--- src/rtl/time_disp_pkg.sv ---
// Shared definitions for the hh-mm-ss display scheduler: FSM encoding,
// field indices, default digit codes and converter timing.
package time_disp_pkg;

    typedef enum logic [2:0] {
        ST_IDLE,
        ST_START,
        ST_WAIT,
        ST_STORE,
        ST_COMMIT
    } sched_state_t;

    localparam logic [1:0] FLD_SEC  = 2'd0;
    localparam logic [1:0] FLD_MIN  = 2'd1;
    localparam logic [1:0] FLD_HOUR = 2'd2;

    localparam logic [3:0] BLANK_CODE_DEF = 4'd10;
    localparam logic [3:0] SEP_CODE_DEF   = 4'd11;

    // Cycles from conv_start to conv_done (done is high in cycle start+13).
    localparam int CONV_LAT = 13;
    // Six bits, each taking an adjust cycle and a shift cycle.
    localparam int CONV_STEPS = 12;

    // Double-dabble correction: a BCD nibble above 4 would overflow on the
    // next shift, so pre-add 3.
    function automatic logic [3:0] add3(input logic [3:0] n);
        return (n > 4'd4) ? (n + 4'd3) : n;
    endfunction

endpackage

--- src/rtl/bin6_bcd_serial.sv ---
// Serial 6-bit binary to two-digit BCD converter. One start loads the
// operand; the next twelve cycles alternate adjust and shift; done pulses
// with the result valid one cycle after the last shift.
module bin6_bcd_serial
    import time_disp_pkg::*;
(
    input  logic       clk,
    input  logic       rst,
    input  logic       start,
    input  logic [5:0] bin,
    output logic [3:0] tens,
    output logic [3:0] ones,
    output logic       busy,
    output logic       done
);

    // {tens, ones, binary remainder}
    logic [13:0] sr_reg;
    logic [3:0]  step_reg;
    logic        busy_reg;
    logic        done_reg;

    // Load on start when idle, then run the adjust/shift sequence.
    always_ff @(posedge clk or negedge rst) begin
        if (!rst) begin
            sr_reg   <= '0;
            step_reg <= '0;
            busy_reg <= 1'b0;
            done_reg <= 1'b0;
        end else begin
            done_reg <= 1'b0;
            if (!busy_reg) begin
                if (start) begin
                    sr_reg   <= {8'd0, bin};
                    step_reg <= '0;
                    busy_reg <= 1'b1;
                end
            end else begin
                if (step_reg[0] == 1'b0) begin
                    sr_reg <= {add3(sr_reg[13:10]), add3(sr_reg[9:6]), sr_reg[5:0]};
                end else begin
                    sr_reg <= {sr_reg[12:0], 1'b0};
                end
                if (step_reg == 4'(CONV_STEPS - 1)) begin
                    busy_reg <= 1'b0;
                    done_reg <= 1'b1;
                end
                step_reg <= step_reg + 4'd1;
            end
        end
    end

    assign tens = sr_reg[13:10];
    assign ones = sr_reg[9:6];
    assign busy = busy_reg;
    assign done = done_reg;

endmodule

--- src/rtl/time_disp_sched.sv ---
// Display scheduler: converts second, minute and hour on one shared serial
// BCD converter, commits all eight digits together, and overlays set-mode
// blinking on the committed digits.
module time_disp_sched
    import time_disp_pkg::*;
#(
    parameter logic [3:0] SEP_CODE   = SEP_CODE_DEF,
    parameter logic [3:0] BLANK_CODE = BLANK_CODE_DEF
) (
    input  logic       clk,
    input  logic       rst,
    input  logic [5:0] hour,
    input  logic [5:0] minute,
    input  logic [5:0] second,
    input  logic       blink_en,
    input  logic [1:0] blink_sel,
    input  logic       blink_tick,
    output logic [3:0] bit_7,
    output logic [3:0] bit_6,
    output logic [3:0] bit_5,
    output logic [3:0] bit_4,
    output logic [3:0] bit_3,
    output logic [3:0] bit_2,
    output logic [3:0] bit_1,
    output logic [3:0] bit_0,
    output logic       busy,
    output logic       frame_done
);

    sched_state_t state_reg, state_next;
    logic [1:0]   fld_reg, fld_next;
    logic [3:0]   wait_reg, wait_next;

    logic         pending_reg;
    logic [5:0]   lat_h_reg, lat_m_reg, lat_s_reg;
    logic [5:0]   snap_h_reg, snap_m_reg, snap_s_reg;
    logic [11:0]  fld_tens_reg, fld_ones_reg;
    logic [31:0]  com_reg, com_next;
    logic [31:0]  disp_reg, disp_next;
    logic         frame_done_reg;
    logic         phase_reg, phase_next;
    logic         blink_en_d_reg;

    logic         frame_start, conv_start, do_store, do_commit;
    logic [5:0]   conv_bin;
    logic [3:0]   conv_tens, conv_ones;
    logic         conv_busy, conv_done;

    bin6_bcd_serial u_conv (
        .clk   (clk),
        .rst   (rst),
        .start (conv_start),
        .bin   (conv_bin),
        .tens  (conv_tens),
        .ones  (conv_ones),
        .busy  (conv_busy),
        .done  (conv_done)
    );

    // Operand for the converter is the latched copy of the current field.
    always_comb begin
        conv_bin = lat_h_reg;
        case (fld_reg)
            FLD_SEC: conv_bin = lat_s_reg;
            FLD_MIN: conv_bin = lat_m_reg;
            default: conv_bin = lat_h_reg;
        endcase
    end

    // Next-state and control strobes. WAIT is sized so STORE lands on the
    // converter's done cycle, giving back-to-back starts every 14 cycles.
    always_comb begin
        state_next  = state_reg;
        fld_next    = fld_reg;
        wait_next   = wait_reg;
        frame_start = 1'b0;
        conv_start  = 1'b0;
        do_store    = 1'b0;
        do_commit   = 1'b0;
        case (state_reg)
            ST_IDLE: begin
                if (pending_reg ||
                    ({hour, minute, second} != {snap_h_reg, snap_m_reg, snap_s_reg})) begin
                    frame_start = 1'b1;
                    fld_next    = FLD_SEC;
                    state_next  = ST_START;
                end
            end
            ST_START: begin
                conv_start = 1'b1;
                wait_next  = '0;
                state_next = ST_WAIT;
            end
            ST_WAIT: begin
                wait_next = wait_reg + 4'd1;
                if (wait_reg == 4'(CONV_LAT - 2)) begin
                    state_next = ST_STORE;
                end
            end
            ST_STORE: begin
                do_store = 1'b1;
                if (fld_reg == FLD_HOUR) begin
                    state_next = ST_COMMIT;
                end else begin
                    fld_next   = fld_reg + 2'd1;
                    state_next = ST_START;
                end
            end
            ST_COMMIT: begin
                do_commit  = 1'b1;
                state_next = ST_IDLE;
            end
            default: state_next = ST_IDLE;
        endcase
    end

    // FSM state, field pointer and wait counter.
    always_ff @(posedge clk or negedge rst) begin
        if (!rst) begin
            state_reg <= ST_IDLE;
            fld_reg   <= FLD_SEC;
            wait_reg  <= '0;
        end else begin
            state_reg <= state_next;
            fld_reg   <= fld_next;
            wait_reg  <= wait_next;
        end
    end

    // Coherent input capture at frame start; snapshot of what was displayed.
    always_ff @(posedge clk or negedge rst) begin
        if (!rst) begin
            pending_reg <= 1'b1;
            lat_h_reg   <= '0;
            lat_m_reg   <= '0;
            lat_s_reg   <= '0;
            snap_h_reg  <= '0;
            snap_m_reg  <= '0;
            snap_s_reg  <= '0;
        end else begin
            if (frame_start) begin
                pending_reg <= 1'b0;
                lat_h_reg   <= hour;
                lat_m_reg   <= minute;
                lat_s_reg   <= second;
            end
            if (do_commit) begin
                snap_h_reg <= lat_h_reg;
                snap_m_reg <= lat_m_reg;
                snap_s_reg <= lat_s_reg;
            end
        end
    end

    // Per-field BCD result storage, written on the converter's done cycle.
    always_ff @(posedge clk or negedge rst) begin
        if (!rst) begin
            fld_tens_reg <= '0;
            fld_ones_reg <= '0;
        end else if (do_store && conv_done) begin
            case (fld_reg)
                FLD_SEC: begin
                    fld_tens_reg[3:0] <= conv_tens;
                    fld_ones_reg[3:0] <= conv_ones;
                end
                FLD_MIN: begin
                    fld_tens_reg[7:4] <= conv_tens;
                    fld_ones_reg[7:4] <= conv_ones;
                end
                default: begin
                    fld_tens_reg[11:8] <= conv_tens;
                    fld_ones_reg[11:8] <= conv_ones;
                end
            endcase
        end
    end

    // All eight digits change together at commit.
    always_comb begin
        com_next = com_reg;
        if (do_commit) begin
            com_next = {fld_tens_reg[11:8], fld_ones_reg[11:8], SEP_CODE,
                        fld_tens_reg[7:4],  fld_ones_reg[7:4],  SEP_CODE,
                        fld_tens_reg[3:0],  fld_ones_reg[3:0]};
        end
    end

    // Blink phase: an enable rising edge forces on and overrides a tick.
    always_comb begin
        phase_next = phase_reg;
        if (blink_en && !blink_en_d_reg) begin
            phase_next = 1'b1;
        end else if (blink_tick) begin
            phase_next = ~phase_reg;
        end
    end

    // Blink overlay per digit; separators are never blanked.
    genvar gi;
    generate
        for (gi = 0; gi < 8; gi++) begin : g_digit
            localparam logic       IS_SEP = (gi == 2) || (gi == 5);
            localparam logic [1:0] FIELD  = (gi >= 6) ? FLD_HOUR :
                                            (gi >= 3) ? FLD_MIN  : FLD_SEC;
            assign disp_next[gi*4 +: 4] =
                (!IS_SEP && blink_en && !phase_next && (blink_sel == FIELD)) ?
                BLANK_CODE : com_next[gi*4 +: 4];
        end
    endgenerate

    // Committed digits, displayed digits, frame pulse and blink state.
    always_ff @(posedge clk or negedge rst) begin
        if (!rst) begin
            com_reg        <= {8{BLANK_CODE}};
            disp_reg       <= {8{BLANK_CODE}};
            frame_done_reg <= 1'b0;
            phase_reg      <= 1'b1;
            blink_en_d_reg <= 1'b0;
        end else begin
            com_reg        <= com_next;
            disp_reg       <= disp_next;
            frame_done_reg <= do_commit;
            phase_reg      <= phase_next;
            blink_en_d_reg <= blink_en;
        end
    end

    assign bit_7      = disp_reg[31:28];
    assign bit_6      = disp_reg[27:24];
    assign bit_5      = disp_reg[23:20];
    assign bit_4      = disp_reg[19:16];
    assign bit_3      = disp_reg[15:12];
    assign bit_2      = disp_reg[11:8];
    assign bit_1      = disp_reg[7:4];
    assign bit_0      = disp_reg[3:0];
    assign busy       = (state_reg != ST_IDLE) || conv_busy;
    assign frame_done = frame_done_reg;

endmodule

--- config.mk ---
export PLATFORM = sky130hd
export DESIGN_NAME = time_disp_sched
export DESIGN_NICKNAME = d
export VERILOG_FILES = /design/src/rtl/time_disp_pkg.sv /design/src/rtl/bin6_bcd_serial.sv /design/src/rtl/time_disp_sched.sv
export SDC_FILE = /design/constraint.sdc
export NUM_CORES = 1
export LEC_CHECK = 0
export BUFFER_PORTS_ARGS = -buffer_cell sky130_fd_sc_hd__buf_2
export CAP_MARGIN = 30
export CORE_ASPECT_RATIO = 1.75
export CORE_MARGIN = 2
export CORE_UTILIZATION = 59
export CTS_CLUSTER_SIZE = 20
export DETAILED_ROUTE_END_ITERATION = 7
export PLACE_DENSITY = 0.79
export SETUP_SLACK_MARGIN = 0.15
export SLEW_MARGIN = 20
export SYNTH_ARGS = -nofsm -noshare
export SYNTH_HDL_FRONTEND = slang
export SYNTH_SLANG_ARGS = --single-unit
--- constraint.sdc ---
create_clock -name clk -period 2.4 [get_ports clk]
set_input_delay 0.12 -clock clk [delete_from_list [all_inputs] [get_ports clk]]
set_output_delay 0.12 -clock clk [all_outputs]
set_load 0.01 [all_outputs]
Word-level counts from Yosys, hierarchy flattened
Index checks and enable logic that the tools add are counted. Widths: inputs -> output; s select.

Register bits: 157. Word-level logic and storage cells: 114. Bits of input ports: 24.

Bitwise gates (word level): 2. Equality and inequality tests: 17. Multiplexer cells: 35. Reduce and logical (&&, ||, !) cells: 26. $lt $le $gt $ge: 2. Add/sub/neg operators: 5.

Operator list (number): $mux 14 (3); $mux 4 (10); $mux 32 (1); $ne 18x18->1 (1); $reduce_and 2->1 (7); $mux 1 (12); $pmux 3 s4 (1); $pmux 6 s2 (1); $mux 3 (3); $add 4x1->4 const B (2); $add 4x2->4 const B (2); $eq 4x4->1 const B (2); $gt 4x3->1 const B (2); $pmux 4 s2 (1); $eq 3x2->1 const B (2); $logic_and 1x1->1 (6); $ne 2x2->1 const B (3); $ne 3x2->1 const B (2); $reduce_bool 2->1 (3); $eq 2x1->1 const B (2); $eq 2x2->1 const B (2); $logic_not 2->1 (2); $mux 2 (2); $pmux 2 s2 (1); other kinds (11) (14).

Longest topological paths before layout
Gate-level depths: netlist of run 1.

Depth after elaboration: 7. Mapped depth: 8. Gate-level depth less buffers: 7.

Modules after synthesis
Synthesis of run 1 repeated with hierarchy kept, for this count alone.

Cell total of the unflattened synthesis: 479. Area, all modules: 6247.2 µm².

Modules (own cells, without submodules): time_disp_sched (cells each 362, area each 5073.6 µm², seq. area each 3111.7 µm², instances 1); bin6_bcd_serial (cells each 117, area each 1173.6 µm², seq. area each 500.5 µm², instances 1).

Least setup slack after synthesis of run 1
No wires, ideal clock.

Kind: flip-flop to flip-flop. Start point: register fld_reg[0]. End point: register fld_ones_reg[10]. Slack: 0.568 ns. Arrival: 1.708 ns. Data required time: 2.275 ns. Path buffers: 2. Cell stages (with the launch flop): 8. Cell sequence: dfrtp_1 > inv_1 > ha_1 > buf_2 > nor2_1 > and3_1 > buf_2 > mux2_2.

Longest elaborated chain between the ends: 4. Elaborated cells on any way between the ends: 5.

Ends and longest elaborated chain: start: declaration (line time_disp_sched.sv:31) `logic [1:0] fld_reg, fld_next;`; start signal: assignment (line time_disp_sched.sv:125) `fld_reg <= fld_next;`; $eq 2x1->1 or $logic_not 2->1 (tied branches) (line time_disp_sched.sv:161) `case (fld_reg)`; $reduce_or 2->1 (no source line) (*); $not 1->1 (no source line) (*); $reduce_and 2->1 (no source line) (*); end signal: assignment (line time_disp_sched.sv:172) `fld_ones_reg[11:8] <= conv_ones;`; end: declaration (line time_disp_sched.sv:37) `logic [11:0] fld_tens_reg, fld_ones_reg;`.

Mark *: on every way between the ends. The rest lies on a longest branch, timed or not. A chain may end at the register's enable or synchronous reset.

Worst setup path after layout of run 1
Start point: register snap_h_reg[3]. End point: register lat_m_reg[2].

Longest elaborated chain between the ends: 4.

Ends and longest elaborated chain: start: declaration (line time_disp_sched.sv:36) `logic [5:0] snap_h_reg, snap_m_reg, snap_s_reg;`; start signal: assignment (line time_disp_sched.sv:148) `snap_h_reg <= lat_h_reg;`; $ne 18x18->1 (line time_disp_sched.sv:83) `({hour, minute, second} != {snap_h_reg, snap_m_reg, snap_s_reg})) begin`; $logic_or 1x1->1 (line time_disp_sched.sv:82) `if (pending_reg ||`; $mux 1 (line time_disp_sched.sv:82); $mux 1 (line time_disp_sched.sv:80) `case (state_reg)`; end signal: assignment (line time_disp_sched.sv:144) `lat_m_reg <= minute;`; end: declaration (line time_disp_sched.sv:35) `logic [5:0] lat_h_reg, lat_m_reg, lat_s_reg;`.

No other way between the ends.

==> results.toml, run 1 <==
[grt]
grt_pass1_wl_microns = 19500
grt_overflow_total = 0
first_global_vias = 4112
grt_max_degree = 73
antenna_found_initial = 0
track_usage_pct = 22.7

[synth]
ys.flop_type = "dfrtp_1"
yosysWarnings = 0
syn-cell-area_sq_mm = 0.00617
yosysUniqueCellTypes = 44
async_flop_share_pct = 100
syn_inst = 494
synth_edf_count = 0
syn_area_per_cell_sq_um = 12.5
synth_top_cells_by_count = "dfrtp_1 (116), mux2_2 (74), nand2_1 (34), o21ai_0 (34), dfstp_2 (27)"
yosysMostFrequentCell = "dfrtp_1"
synth_top_cell_by_area = "dfrtp_1"
ys_ff_latch = 143
ys_seq_area_share_pct = 58.6
synth.area.top_cells = "dfrtp_1 (47%), mux2_2 (14%), dfstp_2 (12%)"
synth_top_area_share_pct = 47.1

[critical_path]
cp_top_family = "simple AND/OR/NAND/NOR gates"
start_kind = "register"
crit_chain = "xor2_1 -> nor4_1 -> nand3_1 -> o21ai_2 -> buf_4 -> mux2_2"
max_stage_delay_ns = 0.38
cp_num_buf_inv = 1
crit_type = "reg -> reg"
ff2ff_path_depth = 6
timing.rr.end = "lat_m_reg[2]$_DFFE_PN0P_"
cp_max_fo = 12
r2r-start = "snap_h_reg[3]$_DFFE_PN0P_"
r2r_slack_ns = 0.38
worst_ep_required_time_ns = 2.70
setup.worst_path.end_class = "register"
cp_slowest_cell = "dfrtp_1"
arrival_ns = 2.32

[place]
dp.cells = 655
dp_hpwl_microns = 7920
port_buffers = 55
place_congestion = 0.802

[routing]
drc = 0
drt_iter0_markers = 331
wirelength_microns = 11600
via_per_inst = 5.44
ant_nets = 0
first_pass_iters = 4
num_vias = 3849
wire_per_inst_microns = 16.4

[sta]
rsz0062_at_grt = "no"
hold-worst-slack_ns = 0.115
skew_ns = 0.00627
clock.fmax_mhz = 495
fin_setup_tns_ns = 0
hold_viol = 0
slew_violations = 0
worst_slew_margin_rel_pct = 45.3
tightest_slew_ns = 0.820
final.min_clock_period_ns = 2.02
setup_violations = 0
fin_crit_sh_pct = 84.2

[min_path]
whs_path_depth = 4
min_from = "blink_tick"
hp-class = "in -> reg"
min_to = "phase_reg$_DFF_PN1_"

[finish]
instances_no_fill = 707
syn_to_final_growth_pct = 17.5
fin_util_pct = 70.8
nNetsFinal = 600
num_antenna_cells = 0
drive_gt1_share_pct = 36.0
largest_reg_flops = 26

[die]
initial_core_util_pct = 60.2
coreArea_sq_mm = 0.0102
rows = 49
pin_count = 58
die_x_microns = 81.3
die_h_microns = 139
die-area_sq_mm = 0.0113

[power_and_ir_drop]
p_leak_nw = 3.53
power.density_mw_per_mm2 = 1160
ir_drop_mv = 0.803

[clock_tree]
htreeDepth = 4
insertion_delay_ns = 0.42
clk_pin_slew_ns = 0.06
cts-root-buf = "clkbuf_16"
numCtsBuffers = 17
cts_tree = "yes"
clock_path_buffers = 2
numClockSinks = 143

[status]
status = "finished clean"

[job]
max_cap_viol_count = 0
==> stage by stage <==
step           total power [W]  cell area, sq um  worst slack [ns]
4_1_cts                0.00846              7240             0.382
3_5_place_dp           0.00594              6490             0.400
2_1_floorplan          0.00533              6170             0.568
5_1_grt                0.00892              7240             0.271
6_report               0.00842              7240             0.380
3_3_place_gp           0.00578              6490             0.424
==> what timing repair did <==
item,4_1_cts,5_1_grt
hold buffers,20,0
resized for setup,0,0
hold endpoints to repair,86,0
setup buffers,0,0
==> worst min-delay path, stage by stage <==
cell and delay [ns]:
buf_2 0.08, xor2_1 0.07, a21oi_1 0.17, inv_1 0.07
==> logic make-up after synthesis <==
family	after synthesis	synth area share (%)
flops	143	58.6
mux	80	14.9
other cells	1	0.0608
buf+inv	43	4.14
fa+ha+maj	9	1.83
compound gates	80	7.67
xor+xnor	24	3.41
simple gates	114	9.41
==> area by class of cell <==
type	instances	area (sq um)
inverters	11	41.3
clock inverters	12	111
well taps	127	159
multi-input cells	309	2300
fillers	678	2990
clock buffers	20	447
repair buffers	85	569
flip-flops and latches	143	3610
==> cell usage in the layout, fill, tap and decap left out, drive strengths merged, types with 3 or more instances in the layout <==
cell type,instances
ha,9
nand2b,13
buf,65
dlygate4sd3,20
or2,3
a22oi,8
nor3,7
a21oi,21
mux2,80
a22o,3
nor2,17
dfstp,27
and2,14
dfrtp,116
xnor2,3
nor4,7
o21ai,36
nor2b,5
clkbuf,20
nand2,34
xor2,21
clkinvlp,3
clkinv,6
nand3,8
inv,13
==> metal layers <==
metal / wire (microns) / GRT usage, %
met4: 297 / 9.81
met5: 0 / 0
met3: 359 / 5.84
met1: 4470 / 24.9
met2: 6490 / 39.9
==> where the power goes <==
part | switching, W | internal [W]
combinational | 0.00117 | 0.00113
sequential | 0.000625 | 0.00303
clock | 0.00100 | 0.00146
==> how the worst max path moves through the flow <==
stage	slack (ns)	to	cells past startpoint	start
after floorplan	0.57	fld_ones_reg[10]$_DFFE_PN0P_	7	fld_reg[0]$_DFFE_PN0P_
after global placement	0.42	lat_h_reg[3]$_DFFE_PN0P_	6	snap_h_reg[3]$_DFFE_PN0P_
after detailed placement	0.40	lat_m_reg[4]$_DFFE_PN0P_	6	snap_h_reg[3]$_DFFE_PN0P_
after CTS	0.38	lat_m_reg[2]$_DFFE_PN0P_	6	snap_h_reg[4]$_DFFE_PN0P_
after global routing	0.27	lat_m_reg[1]$_DFFE_PN0P_	6	snap_h_reg[3]$_DFFE_PN0P_
final	0.38	lat_m_reg[2]$_DFFE_PN0P_	6	snap_h_reg[3]$_DFFE_PN0P_
Note: power is estimated with default switching activity, not from simulation.
==> run 2, diff against run 1 <==
--- a/config.mk
+++ b/config.mk
@@ -5,6 +5,7 @@
 export SDC_FILE = /design/constraint.sdc
 export NUM_CORES = 1
 export LEC_CHECK = 0
+export ABC_AREA = 1
 export BUFFER_PORTS_ARGS = -buffer_cell sky130_fd_sc_hd__buf_2
 export CAP_MARGIN = 30
 export CORE_ASPECT_RATIO = 1.75
==> constraint.sdc (replaced) <==
create_clock -name clk -period 2.1 [get_ports clk]
set_input_delay 0.105 -clock clk [delete_from_list [all_inputs] [get_ports clk]]
set_output_delay 0.105 -clock clk [all_outputs]
set_load 0.01 [all_outputs]
==> results.toml, run 2 <==
[critical_path]
worst_ep_required_time_ns = 2.00
crit_type = "reg -> out"
cp_slowest_cell = "dfrtp_1"
crit_chain = "nor2_1 -> nand2_1 -> inv_2 -> nand2_1 -> buf_2"
start_kind = "register"
cp_max_fo = 8
arrival_ns = 1.61
r2r-start = "state_reg[1]$_DFFE_PN0P_"
crit_cells = 5
cp_num_buf_inv = 2
r2r_slack_ns = 0.41
setup.worst_path.end_class = "output port"
timing.rr.end = "disp_reg[0]$_DFF_PN0_"
ff2ff_path_depth = 6
crit_top_cell = "nand2_1"
max_stage_delay_ns = 0.44
cp_top_family = "flip-flops"

[power_and_ir_drop]
p_clk_share_pct = 49.9
p_sw_w = 0.00134
swShare_pct = 21.9
seqPwrFrac_pct = 45.9
ir_drop_mv = 0.695
power.density_mw_per_mm2 = 828
internal_power_w = 0.00480
p_leak_nw = 3.91
comb_power_share_pct = 4.2

[sta]
skew_ns = 0.00768
fin_crit_sh_pct = 81.5
hold_viol = 0
worst_slew_margin_rel_pct = 57.1
final.min_clock_period_ns = 1.71
setup_violations = 0
fin_setup_tns_ns = 0
clock.fmax_mhz = 584
hold-worst-slack_ns = 0.0283
rsz0062_at_grt = "no"
slew_violations = 0
tightest_slew_ns = 0.644

[clock_tree]
cts_tree = "yes"
clock_path_buffers = 2
insertion_delay_ns = 0.42
clk_pin_slew_ns = 0.06
numCtsBuffers = 17
cts_setup_buffers = 0
numClockSinks = 143
htreeDepth = 4
cts-root-buf = "clkbuf_16"

[synth]
syn_area_per_cell_sq_um = 9.27
yosysMostFrequentCell = "nand2_1"
async_flop_share_pct = 100
ys.flop_type = "dfrtp_1"
yosysUniqueCellTypes = 35
synth.area.top_cells = "dfrtp_1 (46%), dfstp_2 (11%), nand2_1 (9.5%)"
yosysWarnings = 0
synth_edf_count = 0
ys_seq_area_share_pct = 57.7
syn-cell-area_sq_mm = 0.00626
synth_top_cells_by_count = "nand2_1 (159), dfrtp_1 (116), inv_1 (77)"
syn_inst = 675
ys_ff_latch = 143
synth_top_area_share_pct = 46.4
synth_top_cell_by_area = "dfrtp_1"

[routing]
wirelength_microns = 13700
drc = 0
met1_length_microns = 5080
first_pass_iters = 6
via_per_inst = 5.42
maxUsedRoutingLayer = "met4"
num_vias = 4848
met2_wirelength_microns = 7620
drt_iter0_markers = 428
met3_length_microns = 492
wire_per_inst_microns = 15.3
ant_nets = 0

[finish]
fin_util_pct = 72.1
final_cell_mix = "nand2_1 (159), dfrtp_1 (116), inv_1 (77), o21ai_0 (56), buf_2 (54)"
nNetsFinal = 788
final_common_cell = "nand2_1"
drive_gt1_share_pct = 24.7
largest_reg_flops = 26
syn_to_final_growth_pct = 18.6
num_antenna_cells = 0

[grt]
first_global_vias = 5146
antenna_found_initial = 0
grt_pass1_wl_microns = 23300
grt_overflow_total = 0
track_usage_pct = 26.4
grt_max_degree = 71

[die]
die-area_sq_mm = 0.0115
pin_count = 58
initial_core_util_pct = 60.8
coreArea_sq_mm = 0.0103
die_h_microns = 140
die_x_microns = 81.8
rows = 49

[place]
place_congestion = 0.887
dp_hpwl_microns = 9340
port_buffers = 55

[status]
status = "finished clean"

[min_path]
hp-class = "in -> reg"
min_from = "minute[5]"
min_to = "lat_m_reg[5]$_DFFE_PN0P_"
whs_path_depth = 3

[job]
max_cap_viol_count = 0
run 2: logic make-up (layout without fill, tap and decap cells):
group	count (synthesis)	after routing	share of synthesized area, %
AO/OA/AOI/OAI	127	127	11.5
XOR/XNOR	5	5	0.700
adder cells (fa/ha/maj)	9	9	1.80
buffers and inverters	117	209	8.46
flip-flops	143	143	57.7
other	1	2	0.0599
AND/OR/NAND/NOR	273	273	19.8
run 2: cell type report:
cell class / count / area (sq um)
Fill cell: 736 / 2880
Multi-Input combinational cell: 416 / 2120
Clock inverter: 13 / 161
Inverter: 92 / 345
Sequential cell: 143 / 3610
Timing Repair Buffer: 85 / 582
Tap cell: 127 / 159
Clock buffer: 19 / 443
run 2: how the worst max path moves through the flow:
stage                              from                      endpoint  slack (ns)
2_1_floorplan    fld_reg[0]$_DFFE_PN0P_  fld_tens_reg[11]$_DFFE_PN0P_        0.58
3_3_place_gp        phase_reg$_DFF_PN1_        disp_reg[30]$_DFF_PN0_        0.54
3_5_place_dp        phase_reg$_DFF_PN1_        disp_reg[28]$_DFF_PN0_        0.45
4_1_cts        state_reg[1]$_DFFE_PN0P_                          busy        0.38
5_1_grt             phase_reg$_DFF_PN1_         disp_reg[0]$_DFF_PN0_        0.22
6_report       state_reg[1]$_DFFE_PN0P_                          busy        0.39
run 2: per-layer routing:
layer	vias up	GRT usage (%)
li1	2290	-
met1	2357	29.3
met2	159	47.1
met3	42	5.35
met4	0	11.8
met5	-	0
run 2: worst register-to-register path: stages, from the launching register on:
cell and delay (ns):
dfrtp_1 0.44, nor2_1 0.20, nand2_2 0.09, inv_2 0.40, or2_2 0.20, o21ai_0 0.12
nor2_1 0.17
run 2: power by group through the flow:
| stage | registers [W] | clock network (W) | logic [W] |
|---|---|---|---|
| detailed placement | 0.00287 | 0 | 0.000228 |
| CTS | 0.00282 | 0.00309 | 0.000259 |
| global route | 0.00282 | 0.00322 | 0.000291 |
| floorplan | 0.00287 | 0 | 0.0000984 |
| global placement | 0.00286 | 0 | 0.000220 |
| finish | 0.00282 | 0.00307 | 0.000256 |
run 2: stage by stage:
stage          instance area (sq um)  cells  power [W]  worst slack [ns]
5_1_grt                         7420    895    0.00633             0.220
6_report                        7420    895    0.00615             0.389
3_5_place_dp                    6620    843    0.00309             0.448
4_1_cts                         7420    895    0.00617             0.375
3_3_place_gp                    6620    843    0.00308             0.544
2_1_floorplan                   6260    676    0.00297             0.583
run 2: repair_timing:
item	in CTS	in global routing
hold buffers	20	0
hold endpoints to repair	69	0
resized for setup	0	0
==> run 3, diff against run 2 <==
--- a/config.mk
+++ b/config.mk
@@ -10,10 +10,10 @@
 export CAP_MARGIN = 30
 export CORE_ASPECT_RATIO = 1.75
 export CORE_MARGIN = 2
-export CORE_UTILIZATION = 59
+export CORE_UTILIZATION = 53
 export CTS_CLUSTER_SIZE = 20
 export DETAILED_ROUTE_END_ITERATION = 7
-export PLACE_DENSITY = 0.79
+export PLACE_DENSITY = 0.75
 export SETUP_SLACK_MARGIN = 0.15
 export SLEW_MARGIN = 20
 export SYNTH_ARGS = -nofsm -noshare
==> constraint.sdc (replaced) <==
create_clock -name clk -period 1.5 [get_ports clk]
set_input_delay 0.075 -clock clk [delete_from_list [all_inputs] [get_ports clk]]
set_output_delay 0.075 -clock clk [all_outputs]
set_load 0.01 [all_outputs]
==> results.toml, run 3 (synthesized netlist as in run 2, its figures left out) <==
[finish]
largest_reg_flops = 26
drive_gt1_share_pct = 42.9
fill_cells = 709
fin_util_pct = 75.8
final_common_cell = "nand2_1"
final_cell_mix = "nand2_1 (140), dfrtp_1 (115), inv_1 (64), buf_2 (53), buf_4 (36)"
syn_to_final_growth_pct = 39.6
instances_no_fill = 958
nNetsFinal = 843
num_antenna_cells = 0

[die]
die-area_sq_mm = 0.0127
die_h_microns = 148
die_x_microns = 86.1
pin_count = 58
coreArea_sq_mm = 0.0115
rows = 52
initial_core_util_pct = 54.3

[critical_path]
r2r_slack_ns = -0.01
timing.rr.end = "lat_h_reg[1]$_DFFE_PN0P_"
start_kind = "register"
setup.worst_path.end_class = "register"
r2r-start = "snap_s_reg[2]$_DFFE_PN0P_"
arrival_ns = 1.82
ff2ff_path_depth = 9
cp_max_fo = 7
worst_ep_required_time_ns = 1.81
crit_type = "reg -> reg"

[clock_tree]
clk_pin_slew_ns = 0.06
numCtsBuffers = 17
numClockSinks = 143
htreeDepth = 4
cts_tree = "yes"
cts-root-buf = "clkbuf_16"
clock_path_buffers = 2
insertion_delay_ns = 0.42

[routing]
wire_per_inst_microns = 17.0
drt_iter0_markers = 282
ant_nets = 0
wirelength_microns = 16300
via_per_inst = 5.45
first_pass_iters = 6
num_vias = 5221
drc = 0

[place]
place_congestion = 0.840
dp_hpwl_microns = 9560
dp.cells = 879
port_buffers = 55

[sta]
skew_ns = 0.00498
setup_violations = 8
clock.fmax_mhz = 662
final.min_clock_period_ns = 1.51
worst_slew_margin_rel_pct = 64.4
rsz0062_at_grt = "yes"
tightest_slew_ns = 0.533
hold_viol = 0
fin_crit_sh_pct = 101
slew_violations = 0
worst_slack_ns = -0.0115
hold-worst-slack_ns = 0.140

[grt]
grt_max_degree = 40
grt_overflow_total = 0
track_usage_pct = 23.7
first_global_vias = 5248
grt_pass1_wl_microns = 23500
antenna_found_initial = 0

[power_and_ir_drop]
p_leak_nw = 4.39
ir_drop_mv = 0.838
power.density_mw_per_mm2 = 979

[status]
violations = "negative setup slack"
status = "finished with violations"

[min_path]
hp-class = "in -> async"

[job]
max_cap_viol_count = 0
run 3: report_power, final:
group	switching (W)	leakage, nW	internal (W)
Clock	0.00171	0.296	0.00245
Sequential	0.0000356	1.82	0.00392
Combinational	0.000252	2.28	0.000183
run 3: critical path, cell delays in order, from the launching register on:
cell	delay [ns]
dfrtp_1	0.40
nand2_1	0.07
o21ai_0	0.07
nor2_1	0.11
nand2_1	0.11
nor2_4	0.15
nand3_4	0.11
nand2_8	0.14
clkbuf_16	0.18
o21ai_2	0.05
run 3: worst max-delay path by stage:
stage / start / to
6_report: snap_s_reg[2]$_DFFE_PN0P_ / lat_h_reg[1]$_DFFE_PN0P_
5_1_grt: snap_s_reg[1]$_DFFE_PN0P_ / lat_h_reg[5]$_DFFE_PN0P_
4_1_cts: snap_s_reg[3]$_DFFE_PN0P_ / lat_s_reg[1]$_DFFE_PN0P_
3_5_place_dp: phase_reg$_DFF_PN1_ / disp_reg[0]$_DFF_PN0_
3_3_place_gp: phase_reg$_DFF_PN1_ / disp_reg[2]$_DFF_PN0_
2_1_floorplan: phase_reg$_DFF_PN1_ / disp_reg[0]$_DFF_PN0_
run 3: final cells by class:
type	instances	area [sq um]	area share [%]
well taps	135	169	1.93
flip-flops and latches	143	3610	41.4
clock buffers	21	504	5.77
clock inverters	11	91.3	1.05
repair inverters	2	27.5	0.315
multi-input cells	418	2770	31.7
repair buffers	136	1180	13.5
inverters	92	378	4.33
run 3: repair_timing:
action	in CTS	in global routing
buffers inserted	8	9
setup endpoints to repair	90	112
hold buffers	22	0
pin swaps	11	28
cloned	0	8
gates resized for setup	55	161
endpoints found under the hold margin	151	0
run 3: layer usage:
layer,track usage (%),part of all wire (%)
met3,5.30,3.5
met5,0,0
met2,43.7,58
met4,10.3,4.1
met1,25.0,34
run 3: per-stage QoR:
step | setup WS, ns | total power, W | setup TNS (ns) | cell area [sq um]
floorplan | 0.154 | 0.00415 | 0 | 6270
global placement | -0.0408 | 0.00433 | -0.159 | 6910
detailed placement | -0.0875 | 0.00434 | -0.519 | 6910
CTS | 0.00879 | 0.00853 | 0 | 7940
global route | -0.111 | 0.00882 | -1.74 | 8730
finish | -0.0115 | 0.00855 | -0.0498 | 8730
